<file path="config.mk">
export PLATFORM = sky130hd
export DESIGN_NAME = conv1_dataflow_ctrl
export DESIGN_NICKNAME = d
export VERILOG_FILES = /design/src/rtl/conv1_dataflow_ctrl.sv
export SDC_FILE = /design/constraint.sdc
export NUM_CORES = 1
export LEC_CHECK = 0
export CORE_MARGIN = 8
export CORE_UTILIZATION = 50
export DETAILED_ROUTE_END_ITERATION = 10
export PLACE_DENSITY = 0.79
export SKIP_CTS_REPAIR_TIMING = 1
export SLEW_MARGIN = 10
export SYNTH_ARGS = -nofsm -noshare
export SYNTH_HDL_FRONTEND = slang
export SYNTH_SLANG_ARGS = --single-unit
</file>
<file path="constraint.sdc">
create_clock -name clock -period 2.25 [get_ports clock]
set_clock_uncertainty 0.05 [all_clocks]
set_input_delay 0.45 -clock clock [delete_from_list [all_inputs] [get_ports clock]]
set_output_delay 0.45 -clock clock [all_outputs]
set_load 0.01 [all_outputs]
</file>
<file path="src/rtl/conv1_dataflow_ctrl.sv">
// conv1_dataflow_ctrl: fans one ap_ctrl_hs start out to N_PROC processes, caps in-flight iterations, buffers sink done, watches for stalls
module conv1_dataflow_ctrl #(
  parameter int N_PROC       = 4,
  parameter int MAX_INFLIGHT = 2,
  parameter int CNT_W        = 4,
  parameter int STALL_LIMIT  = 4096,
  parameter int STALL_W      = 13
) (
  input  logic              clock,
  input  logic              reset,
  input  logic              ap_start,
  output logic              ap_ready,
  output logic              ap_done,
  input  logic              ap_continue,
  output logic              ap_idle,
  output logic [N_PROC-1:0] proc_start,
  input  logic [N_PROC-1:0] proc_ready,
  input  logic [N_PROC-1:0] proc_idle,
  input  logic              proc_done,
  output logic              proc_continue,
  output logic [CNT_W-1:0]  inflight,
  output logic [1:0]        state,
  output logic              stall_flag,
  input  logic              stall_clr
);
  localparam logic [1:0] S_IDLE = 2'd0, S_RUN = 2'd1, S_DRAIN = 2'd2, S_STALL = 2'd3;
  localparam logic [CNT_W-1:0] MAX_CNT = CNT_W'(MAX_INFLIGHT);
  localparam logic [STALL_W-1:0] LIM = STALL_W'(STALL_LIMIT);
  logic [N_PROC-1:0]  rdy_latch_q, rdy_latch_d;
  logic               done_hold_q, done_hold_d;
  logic [CNT_W-1:0]   inflight_q, inflight_d;
  logic [STALL_W-1:0] stall_cnt_q, stall_cnt_d;
  logic               stall_flag_q, stall_flag_d;
  logic [1:0]         state_q, state_d;
  logic               start_en, done_acc, progress, cnt_rst, stall_set;
  always_ff @(posedge clock or negedge reset)
    if (!reset) begin
      rdy_latch_q  <= '0;
      done_hold_q  <= 1'b0;
      inflight_q   <= '0;
      stall_cnt_q  <= '0;
      stall_flag_q <= 1'b0;
    end else begin
      rdy_latch_q  <= rdy_latch_d;
      done_hold_q  <= done_hold_d;
      inflight_q   <= inflight_d;
      stall_cnt_q  <= stall_cnt_d;
      stall_flag_q <= stall_flag_d;
    end
  always_ff @(posedge clock or negedge reset)
    if (!reset) state_q <= S_IDLE;
    else state_q <= state_d;
  always_comb begin
    start_en      = ap_start & (inflight_q < MAX_CNT) & (state_q != S_STALL);
    proc_start    = {N_PROC{start_en}} & ~rdy_latch_q;
    ap_ready      = start_en & (&(rdy_latch_q | proc_ready));
    rdy_latch_d   = ap_ready ? '0 : rdy_latch_q | (proc_start & proc_ready);
    ap_done       = done_hold_q | proc_done;
    proc_continue = ~done_hold_q;
    done_acc      = ap_done & ap_continue;
    done_hold_d   = (done_hold_q | proc_done) & ~ap_continue;
    inflight_d    = (ap_ready & ~done_acc) ? inflight_q + 1'b1 :
                    (done_acc & ~ap_ready & (inflight_q != '0)) ? inflight_q - 1'b1 : inflight_q;
    ap_idle       = (inflight_q == '0) & (&proc_idle) & ~done_hold_q;
    progress      = (|(proc_start & proc_ready)) | proc_done;
    cnt_rst       = progress | stall_clr | (inflight_q == '0);
    stall_cnt_d   = cnt_rst ? '0 : (stall_cnt_q == LIM) ? stall_cnt_q : stall_cnt_q + 1'b1;
    stall_set     = ~cnt_rst & (stall_cnt_q == LIM - 1'b1);
    stall_flag_d  = ~stall_clr & (stall_flag_q | stall_set);
    inflight      = inflight_q;
    state         = state_q;
    stall_flag    = stall_flag_q;
  end
  always_comb begin
    state_d = state_q;
    case (state_q)
      S_IDLE:  state_d = ap_ready ? S_RUN : S_IDLE;
      S_RUN:   state_d = ap_start ? S_RUN : (inflight_d != '0) ? S_DRAIN : S_IDLE;
      S_DRAIN: state_d = ap_ready ? S_RUN : (inflight_d == '0) ? S_IDLE : S_DRAIN;
      default: state_d = stall_clr ? S_IDLE : S_STALL;
    endcase
    if (stall_set && state_q != S_STALL) state_d = S_STALL;
  end
endmodule

</file>
Word level (Yosys, flattened, before mapping). Cells that the tools add are included.

Order comparisons: 1. Mux-type cells: 13. Shift-type cells: 0. Reductions and logical operators: 9. Multipliers: 0. Divide/modulo/power cells: 0. Equality and inequality tests: 6. Add/sub/neg operators: 3. Bitwise operators: 28.

Operator list (number): 13-bit 2-to-1 mux (2); 13-bit by 1-bit adder with 13-bit output, second input constant (1); 13-bit by 12-bit equality test with 1-bit output, second input constant (1); 13-bit equality test, second input constant (1); 1-bit bitwise AND (12); 2-bit 2-to-1 mux (6); 4-bit 2-to-1 mux (3); 4-bit bitwise AND (2); 4-bit logical NOT (2); 4-bit OR (2); 4-bit AND reduction (2); 4-bit nonzero test (2); 1-bit inverter (6); 2-bit case mux with 3 select lines (1); 1-bit OR (5); 4-bit by 1-bit adder with 4-bit output, second input constant (1); 4-bit by 2-bit < comparator with 1-bit output, second input constant (1); 2-bit != test, second input constant (2); 4-bit inverter (1); 4-bit OR reduction (1); 4-bit by 1-bit subtractor with 4-bit output, second input constant (1); 2-bit by 1-bit equality test with 1-bit output, second input constant (1); 2-bit equality test, second input constant (1); 2-bit logical NOT (1); other kinds (2) (2).

Word-level logic and storage cells: 66. Memories kept: 0. Input bits: 14. ROM bits: 0. Bits in writable memories: 0. Output and inout port bits: 15. Register bits: 25. Bits in latches: 0.

Logic depth before layout (Yosys ltp). Gate-level depths: netlist (run 1).

Depth after elaboration: 14. Mapped depth: 8. Gate-level depth less buffers: 8.

Least setup slack after synthesis (run 1). No wires, ideal clock.

Path kind: register to register. From: register inflight_q[1], in the netlist inflight[1]. To: register state_q[1], in the netlist state[1]. Period minus slack after synthesis: 2099 ps. Setup slack: 151 ps. Buffers on the path: 0. Required time: 2070 ps. Setup time: 130 ps. Stages on the path, launching flop included: 8. Data arrival time: 1919 ps. Cells stage by stage: dfrtp_1 > inv_1 > ha_1 > nor3b_1 > or2_2 > a221o_1 > a2111oi_1 > o21ai_1.

Word-level cells in the longest chain between the ends: 14. Elaborated cells between the ends (all ways): 31. Those cells by class: add/sub: 2; order compare: 1; mux: 8; bitwise: 14; reduce/logical: 6.

RTL lines: start, declared (RTL line 31) `logic [CNT_W-1:0] inflight_q, inflight_d;`; start signal, assigned (RTL line 46) `inflight_q <= inflight_d;`; 4-bit by 2-bit < comparator with 1-bit output (RTL line 54) `start_en = ap_start & (inflight_q < MAX_CNT) & (state_q != S_STALL);`; 1-bit bitwise AND (2 in series) (RTL line 54); 1-bit bitwise AND (RTL line 56) `ap_ready = start_en & (&(rdy_latch_q | proc_ready));`; 1-bit inverter (RTL line 63) `(done_acc & ~ap_ready & (inflight_q != '0)) ? inflight_q - 1'b1 : inflight_q;`; 1-bit bitwise AND (2 in series) (RTL line 63); 4-bit 2-to-1 mux (RTL line 63); 4-bit 2-to-1 mux (*) (RTL line 62) `inflight_d = (ap_ready & ~done_acc) ? inflight_q + 1'b1 :`; named net inflight_d[1] (RTL line 31); 4-bit logical NOT / 4-bit nonzero test (equally long branches) (RTL line 79, 78); 2-bit 2-to-1 mux, on equally long branches (2 in series) (RTL line 79, 78); 2-bit case mux with 3 select lines (*) (RTL line 76) `case (state_q)`; 2-bit 2-to-1 mux (*) (RTL line 82) `if (stall_set && state_q != S_STALL) state_d = S_STALL;`; named net state_d[1] (RTL line 34) `logic [1:0] state_q, state_d;`; end signal, assigned (RTL line 52) `else state_q <= state_d;`; end, declared (RTL line 34).

Mark *: on every way through the listed nets, which the timed path passes. The rest lies on a longest branch. A chain may end at the register's enable or synchronous reset.

Final worst setup path (run 1).
From: register inflight_q[0], in the netlist inflight[0]. To: register state_q[1], in the netlist state[1].

Word-level cells in the longest chain between the ends: 14. Elaborated cells between the ends (all ways): 31. Those cells by class: add/sub: 2; order compare: 1; mux: 8; bitwise: 14; reduce/logical: 6.

RTL lines (RTL line): 4-bit by 2-bit < comparator with 1-bit output (54); 1-bit bitwise AND (2 in series) (54); 1-bit bitwise AND (56); 1-bit inverter (63); 1-bit bitwise AND (2 in series) (63); 4-bit 2-to-1 mux (63); 4-bit 2-to-1 mux (62); 4-bit logical NOT / 4-bit nonzero test (equally long branches) (79, 78); 2-bit 2-to-1 mux, on equally long branches (2 in series) (79, 78); 2-bit case mux with 3 select lines (76); 2-bit 2-to-1 mux (*) (82); named net state_d[1] (34).

Marks and branches as above.

==> results.json, run 1 <==
{
  "final_common_cell": "nor2_1",
  "fillerInstances": 208,
  "ys_warn_count": 0,
  "pre_cts_ws_ps": -227,
  "yosys-mux-area-fraction_pct": 0.826,
  "hold_viol": 0,
  "dp_hpwl_um": 2580,
  "pwr-share-clk_pct": 12.3,
  "synth_area_um2": 1360,
  "r2r_setup_slack_ps": 40,
  "comb_power_share_pct": 46.9,
  "grt_pass1_wl_um": 5480,
  "p_sw_share_pct": 37.5,
  "endpoint": "state[1]$_DFF_PN0_",
  "ant_nets": 0,
  "drt_pre_antenna_iters": 4,
  "setup_viol": 0,
  "drt_iter0_drc": 79,
  "die-area_um2": 4650,
  "tightest_slew_ps": 456,
  "fmax_ghz": 0.452,
  "grtUsageTotal_pct": 14.9,
  "cts_tree": "done",
  "crit_type": "reg -> reg",
  "drc": 0,
  "cp-startpoint": "inflight[0]$_DFF_PN0_",
  "port_buffers": 28,
  "synth_top_cell_by_area": "dfrtp_1",
  "slowest_delay_ps": 400,
  "placedCellCount": 219,
  "htree_levels": 1,
  "slew_viol_final": 0,
  "via_per_inst": 5.50,
  "diodes": 0,
  "synth_top_family_by_area": "simple AND/OR/NAND/NOR gates",
  "coreArea_um2": 2660,
  "synth_xor_area_share_pct": 7.71,
  "finish.utilization_pct": 69.9,
  "p_sw_mw": 0.607,
  "area_delta_synth_final_pct": 36.4,
  "die_y_um": 68.2,
  "p_int_mw": 1.01,
  "worst_setup_path_start_kind": "register",
  "crit_required_ps": 2410,
  "place_congestion": 0.905,
  "synth_cells": 147,
  "cts_sinks": 25,
  "vias": 1243,
  "status": "finished clean",
  "wl_um": 3360,
  "crit_slowest_cell": "a2111oi_2",
  "synth.top_cell.area_share_pct": 45.9,
  "ys_seq_elements": 25,
  "die_x_um": 68.2,
  "synth.distinct_cells": 38,
  "num_io_pins": 29,
  "period_needed_ps": 2210,
  "root_buffer": "clkbuf_4",
  "final_cells": 226,
  "fp-row-count": 19,
  "layout.nets": 215,
  "hold_class": "in -> async",
  "relSlewSlack_pct": 68.8,
  "drive_gt1_share_pct": 17.4,
  "synthAdderAreaFrac_pct": 4.59,
  "cts_buffer_depth": 2,
  "worstPathArrival_ps": 2370,
  "grt_max_degree": 26,
  "worst_slack_ps": 36.4,
  "met1_usage_pct": 15.7,
  "synth_compound_area_share_pct": 10.6,
  "synth_area_per_cell_um2": 9.28,
  "clock_latency_ps": 310,
  "grt_pass1_vias": 1271,
  "syn-num-nets": 166,
  "ir_worst_vdd_mv": 0.649,
  "use_met3_pct": 3.60,
  "worstReg2RegStart": "inflight[0]$_DFF_PN0_",
  "p_per_area_nw_per_um2": 872,
  "synthTopCellsByArea": "dfrtp_1, nor2_1, xor2_1, ha_1, a21oi_1",
  "period_share_pct": 98.4,
  "seq_power_share_pct": 40.8,
  "numCtsBuffers": 3,
  "leakage_nw": 0.913,
  "start_util_pct": 51.2,
  "endpoint_kind": "register",
  "grt-busiest-layer": "met2",
  "reg2reg_depth": 8,
  "rr_endpoint": "state[1]$_DFF_PN0_",
  "max_cap_viol_count": 0,
  "yosysSeqAreaShare_pct": 45.9,
  "crit_fanout": 3,
  "path_clk_slew_ps": 130,
  "path_cells": "inv_1 -> ha_1 -> nor3b_2 -> or2_2 -> a21oi_1 -> o21ai_0 -> a2111oi_2 -> o21ai_1",
  "antenna_found_initial": 0,
  "wl_per_cell_um": 14.9,
  "synthSimpleGateAreaFrac_pct": 26.9,
  "grt-ovfl-total": 0,
  "final_cell_mix": "nor2_1, dfrtp_1, clkdlybuf4s50_1",
  "grt_util_met2_pct": 28.4
}
-- area by class of cell --
cell class	instances	area [µm²]	share of cell area (%)
Inverter	9	33.8	1.82
Sequential cell	25	626	33.6
Clock buffer	4	26.3	1.41
Timing Repair Buffer	46	425	22.9
Tap cell	31	38.8	2.08
Multi-Input combinational cell	111	711	38.2
-- registers in the layout (all words and copies together), names as in the netlist --
signal       flops
stall_flag       1
state            2
stall_cnt_q     13
inflight         4
done_hold_q      1
rdy_latch_q      4
-- power by group through the flow --
stage	clock [mW]	combinational, mW	sequential (mW)
2_1_floorplan	0	0.340	0.672
3_3_place_gp	0	0.686	0.654
3_5_place_dp	0	0.704	0.658
4_1_cts	0.208	0.710	0.649
5_1_grt	0.218	0.828	0.680
6_report	0.200	0.761	0.661
-- logic make-up (layout without fill, tap and decap cells) --
logic type	count (synthesis)	after routing
AND/OR/NAND/NOR	70	70
flip-flops	25	25
AO/OA/AOI/OAI	23	23
XOR/XNOR	12	12
buffers and inverters	11	59
adder cells (fa/ha/maj)	5	5
multiplexers	1	1
-- stage by stage --
step / hold slack (ps) / setup TNS, ps / instance area, µm² / total power, mW
finish: 427 / 0 / 1860 / 1.62
global route: 454 / -43.8 / 1860 / 1.73
CTS: 432 / -1990 / 1810 / 1.57
detailed placement: 450 / -1550 / 1780 / 1.36
global placement: 442 / -1090 / 1780 / 1.34
floorplan: 104 / 0 / 1360 / 1.01
-- cells in the mapped netlist, drive strengths merged --
library cell	n
xor2	9
nor3	3
or2	3
o22ai	2
o211ai	1
a221o	1
and4b	1
o21ai	5
nor2b	4
a21oi	10
nor4	1
clkbuf	1
dfrtp	25
xnor2	3
nor4b	2
nand4b	1
nand4	2
nand3	6
and4	2
or3	1
nand3b	1
nor3b	3
nor2	29
and2	1
nand2	5
mux2	1
buf	1
and3	5
o31ai	1
ha	5
a31o	1
inv	9
a2111oi	2
-- worst min-delay path by stage --
stage / start / endpoint / slack [ps] / depth (start not counted)
CTS: reset / stall_cnt_q[11]$_DFFE_PN0P_ / 430 / 2
finish: reset / stall_cnt_q[5]$_DFFE_PN0P_ / 430 / 2
global route: reset / stall_cnt_q[7]$_DFFE_PN0P_ / 450 / 2
floorplan: reset / done_hold_q$_DFF_PN0_ / 100 / 0
detailed placement: stall_flag$_DFF_PN0_ / stall_flag$_DFF_PN0_ / 450 / 2
global placement: stall_flag$_DFF_PN0_ / stall_flag$_DFF_PN0_ / 440 / 2
-- critical path, delay by kind of cell, from the launching register on --
| family | cells | cell delay, ps |
|---|---|---|
| simple gates | 2 | 500 |
| compound gates | 4 | 920 |
| fa+ha+maj | 1 | 200 |
| flops | 1 | 370 |
| buf+inv | 1 | 70 |
-- per-layer routing --
layer | wire, µm | up-vias | share of wire, %
met1 | 1350 | 601 | 40
met5 | 0 | - | 0
met4 | 25 | 0 | 0.74
met3 | 178 | 4 | 5.3
met2 | 1810 | 28 | 54
li1 | - | 610 | -
Power figures use the tool's default switching activity.
==> inputs of run 2 (changes only) <==
--- a/config.mk
+++ b/config.mk
@@ -5,12 +5,13 @@
 export SDC_FILE = /design/constraint.sdc
 export NUM_CORES = 1
 export LEC_CHECK = 0
+export CORE_ASPECT_RATIO = 1.2
 export CORE_MARGIN = 8
 export CORE_UTILIZATION = 50
 export DETAILED_ROUTE_END_ITERATION = 10
 export PLACE_DENSITY = 0.79
 export SKIP_CTS_REPAIR_TIMING = 1
-export SLEW_MARGIN = 10
+export SLEW_MARGIN = 20
 export SYNTH_ARGS = -nofsm -noshare
 export SYNTH_HDL_FRONTEND = slang
 export SYNTH_SLANG_ARGS = --single-unit
==> run 2 against run 1 <==
  * Hold slack better by 5.5 ps
  * Global-route usage up 0.59 points
  * First-iteration DRC count increased by 1.3%
  * Clock power is essentially flat
  * Clock-buffer cell count unchanged
  * Power fell by 0.12%
  * Critical path type is now reg -> out
  * Highest routed layer unchanged
  * Via count rose by 2.3%
==> results.json, run 2 (synthesized netlist as in run 1, its figures left out) <==
{
  "diodes": 0,
  "via_per_inst": 5.53,
  "path_clk_slew_ps": 130,
  "grt_util_met2_pct": 29.9,
  "grt_max_degree": 26,
  "p_per_area_nw_per_um2": 864,
  "start_util_pct": 52.9,
  "cts_tree": "done",
  "dp_hpwl_um": 2640,
  "rsz0062_at_grt": "false",
  "die_y_um": 73.2,
  "grt-busiest-layer": "met2",
  "drive_gt1_share_pct": 18.3,
  "cts_buffer_depth": 2,
  "place_congestion": 0.845,
  "drt_pre_antenna_iters": 4,
  "period_needed_ps": 2170,
  "hold_viol": 0,
  "placed_area_um2": 1810,
  "area_delta_synth_final_pct": 37.4,
  "tightest_slew_ps": 514,
  "coreArea_um2": 2580,
  "crit_type": "reg -> out",
  "fmax_ghz": 0.461,
  "antenna_found_initial": 0,
  "vias": 1271,
  "largest_register_ffs": 13,
  "clock_latency_ps": 310,
  "num_io_pins": 29,
  "ant_nets": 0,
  "grtUsageTotal_pct": 15.4,
  "root_buffer": "clkbuf_4",
  "grt-ovfl-total": 0,
  "drc": 0,
  "final_cells": 230,
  "worstPathArrival_ps": 1670,
  "crit_fanout": 5,
  "placedCellCount": 225,
  "hold_class": "in -> async",
  "drt_iter0_drc": 80,
  "final_common_cell": "nor2_1",
  "grt_pass1_vias": 1384,
  "max_flop_register": "stall_cnt_q",
  "layout.nets": 217,
  "status": "finished clean",
  "cts_sinks": 25,
  "crit_required_ps": 1750,
  "wl_per_cell_um": 15.1,
  "ir_worst_vdd_mv": 0.677,
  "endpoint_kind": "output port",
  "met1_usage_pct": 14.9,
  "htree_levels": 1,
  "die_x_um": 63.7,
  "relSlewSlack_pct": 64.8,
  "fillerInstances": 176,
  "fp-row-count": 20,
  "die-area_um2": 4660,
  "port_buffers": 28,
  "use_met3_pct": 4.15,
  "final_cell_mix": "nor2_1, dfrtp_1, clkdlybuf4s50_1",
  "slew_viol_final": 0,
  "worst_setup_path_start_kind": "register",
  "max_cap_viol_count": 0,
  "setup_viol": 0,
  "grt_pass1_wl_um": 5850,
  "design_area_um2": 1870,
  "period_share_pct": 96.4,
  "wl_um": 3480,
  "numCtsBuffers": 3,
  "leakage_nw": 0.921
}
-- run 2: cell types whose count changed in the layout (fill, tap and decap cells not counted) --
cell,change
a21oi_2,+1
a21oi_1,-1
nor2_4,-1
buf_4,+2
nor2_1,+1
-- run 2: critical path, stage by stage, from the launching register on --
cell and delay (ps):
dfrtp_1 410, buf_4 160, nor2_2 140, nand4b_1 200, buf_4 200, nor2_1 100
clkbuf_2 150
-- run 2: cell type report --
type	count	area, µm²	share of cell area, %
Multi-Input combinational cell	111	707	37.7
Sequential cell	25	626	33.4
Timing Repair Buffer	48	440	23.5
Tap cell	33	41.3	2.20
Inverter	9	33.8	1.80
Clock buffer	4	26.3	1.40
-- run 2: metrics by stage --
step,power [mW],hold slack (ps),TNS (ps),utilization [%],setup WS [ps]
2_1_floorplan,1.01,104,0,-,151
3_3_place_gp,1.37,434,-1540,70.3,-250
3_5_place_dp,1.39,464,-1570,70.3,-229
4_1_cts,1.60,430,-1770,71.4,-326
5_1_grt,1.74,443,0,72.7,1.70
6_report,1.62,432,0,72.7,81.7
-- run 2: worst paths after layout --
path | startpoint | to | slack (ps) | depth (start not counted)
max | inflight[1]$_DFF_PN0_ | proc_start[2] | 80 | 6
min | reset | stall_cnt_q[7]$_DFFE_PN0P_ | 430 | 2
max reg2reg | inflight[0]$_DFF_PN0_ | state[1]$_DFF_PN0_ | 120 | 7
min reg2reg | stall_flag$_DFF_PN0_ | stall_flag$_DFF_PN0_ | 500 | 2
max in group asynchronous | reset | done_hold_q$_DFF_PN0_ | 1470 | 2
min in group clock | stall_flag$_DFF_PN0_ | stall_flag$_DFF_PN0_ | 500 | 2
-- run 2: per-layer routing --
| metal | up-vias | share of wire (%) | wire (µm) |
|---|---|---|---|
| met3 | 12 | 6.1 | 211 |
| li1 | 608 | - | - |
| met1 | 609 | 37 | 1300 |
| met4 | 0 | 2.4 | 82 |
| met5 | - | 0 | 0 |
| met2 | 42 | 54 | 1880 |
-- run 2: where the power goes --
| part | internal (mW) | switching, mW |
|---|---|---|
| Sequential | 0.544 | 0.110 |
| Combinational | 0.406 | 0.363 |
| Clock | 0.0692 | 0.128 |
==> inputs of run 3 (changes only) <==
--- a/config.mk
+++ b/config.mk
@@ -9,7 +9,7 @@
 export CORE_MARGIN = 8
 export CORE_UTILIZATION = 50
 export DETAILED_ROUTE_END_ITERATION = 10
-export PLACE_DENSITY = 0.79
+export PLACE_DENSITY = 0.82
 export SKIP_CTS_REPAIR_TIMING = 1
 export SLEW_MARGIN = 20
 export SYNTH_ARGS = -nofsm -noshare
==> run 3 against run 2 <==
  * Clock power barely moved
  * Setup slack got worse by 55 ps
  * Wire length rose by 2.6%
  * Sequential cell count did not move
  * Register-to-register slack barely moved
  * Cell area rose by 2.1%
  * Sequential share of layout area fell by 0.70 points
  * Combinational power rose by 13%
  * Utilization rose by 1.6 points
==> results.json, run 3 (synthesized netlist as in run 1, its figures left out) <==
{
  "cts_sinks": 25,
  "slowest_delay_ps": 490,
  "drt_iter0_drc": 79,
  "drc": 0,
  "leakage_nw": 0.910,
  "crit_type": "in -> out",
  "relSlewSlack_pct": 63.5,
  "max_cap_viol_count": 0,
  "final_cell_mix": "nor2_1, dfrtp_1, buf_4",
  "path_clk_slew_ps": 130,
  "worstPathArrival_ps": 1720,
  "crit_buf_inv": 3,
  "wl_per_cell_um": 15.3,
  "grt-ovfl-total": 0,
  "tightest_slew_ps": 542,
  "slew_viol_final": 0,
  "grt_pass1_vias": 1307,
  "status": "finished clean",
  "grt_pass1_wl_um": 5690,
  "setup_viol": 0,
  "port_buffers": 28,
  "endpoint_kind": "output port",
  "crit_slowest_cell": "clkdlybuf4s50_1",
  "via_per_inst": 5.53,
  "num_io_pins": 29,
  "drt_pre_antenna_iters": 4,
  "period_needed_ps": 2220,
  "grt_max_degree": 26,
  "die-area_um2": 4660,
  "rsz0062_at_grt": "true",
  "max_flop_register": "stall_cnt_q",
  "place_congestion": 0.868,
  "antenna_found_initial": 0,
  "ant_nets": 0,
  "critical_path.top_delay_family": "buffers and inverters",
  "crit_fanout": 3,
  "fmax_ghz": 0.450,
  "die_y_um": 73.2,
  "largest_register_ffs": 13,
  "path_cells": "clkdlybuf4s50_1 -> o22ai_1 -> nor2_1 -> nand2_1 -> inv_1 -> clkbuf_2",
  "htree_levels": 1,
  "wl_um": 3570,
  "vias": 1289,
  "placedCellCount": 225,
  "grtUsageTotal_pct": 15.0,
  "cts_tree": "done",
  "numCtsBuffers": 3,
  "area_delta_synth_final_pct": 40.4,
  "crit_required_ps": 1750,
  "worst_setup_path_start_kind": "input port",
  "hold_viol": 0,
  "root_buffer": "clkbuf_4",
  "whs_ps": 426,
  "hold_class": "in -> async",
  "layout.nets": 220,
  "p_per_area_nw_per_um2": 901,
  "final_common_cell": "nor2_1",
  "drive_gt1_share_pct": 22.0,
  "die_x_um": 63.7,
  "final_cells": 233,
  "cts_buffer_depth": 2,
  "fp-row-count": 20,
  "coreArea_um2": 2580,
  "diodes": 0,
  "period_share_pct": 98.8,
  "dp_hpwl_um": 2560,
  "clock_latency_ps": 320,
  "ir_worst_vdd_mv": 0.776,
  "start_util_pct": 52.9
}
## run 3: area by class of cell
cell class	count	area [µm²]
Multi-Input combinational cell	111	738
Fill cell	193	663
Sequential cell	25	626
Timing Repair Buffer	51	448
Tap cell	33	41.3
Inverter	9	33.8
Clock buffer	3	22.5
Clock inverter	1	5.00
## run 3: layer usage
| metal | vias up | part of all wire, % | GRT usage (%) |
|---|---|---|---|
| met1 | 617 | 39 | 15.5 |
| met5 | - | 0 | 0 |
| li1 | 618 | - | - |
| met4 | 0 | 1.9 | 5.96 |
| met3 | 9 | 5.3 | 3.38 |
| met2 | 45 | 54 | 28.3 |
## run 3: power by group
part / switching [mW] / internal (mW)
Sequential: 0.114 / 0.544
Clock: 0.133 / 0.0666
Combinational: 0.412 / 0.456
Total: 0.659 / 1.07
## run 3: through the flow
stage	setup slack, ps	power, mW	util, %	setup TNS, ps	area (µm²)
after floorplan	151	1.01	-	0	1360
after global placement	-220	1.38	70.3	-1200	1810
after detailed placement	-316	1.40	70.3	-1480	1810
after CTS	-316	1.62	71.4	-1970	1840
after global routing	-48.0	1.84	74.3	-130	1910
final	26.6	1.73	74.3	0	1910
## run 3: path summary, 6_finish.rpt
| check | from | to | slack (ps) | cells past startpoint |
|---|---|---|---|---|
| worst max-delay path | proc_ready[0] | ap_ready | 30 | 6 |
| worst min-delay path | reset | stall_cnt_q[9]$_DFFE_PN0P_ | 430 | 2 |
| worst max register to register | inflight[1]$_DFF_PN0_ | state[1]$_DFF_PN0_ | 120 | 7 |
| worst min register to register | stall_flag$_DFF_PN0_ | stall_flag$_DFF_PN0_ | 480 | 2 |
| max in group asynchronous | reset | stall_cnt_q[2]$_DFFE_PN0P_ | 1490 | 2 |
| min in group clock | stall_flag$_DFF_PN0_ | stall_flag$_DFF_PN0_ | 480 | 2 |
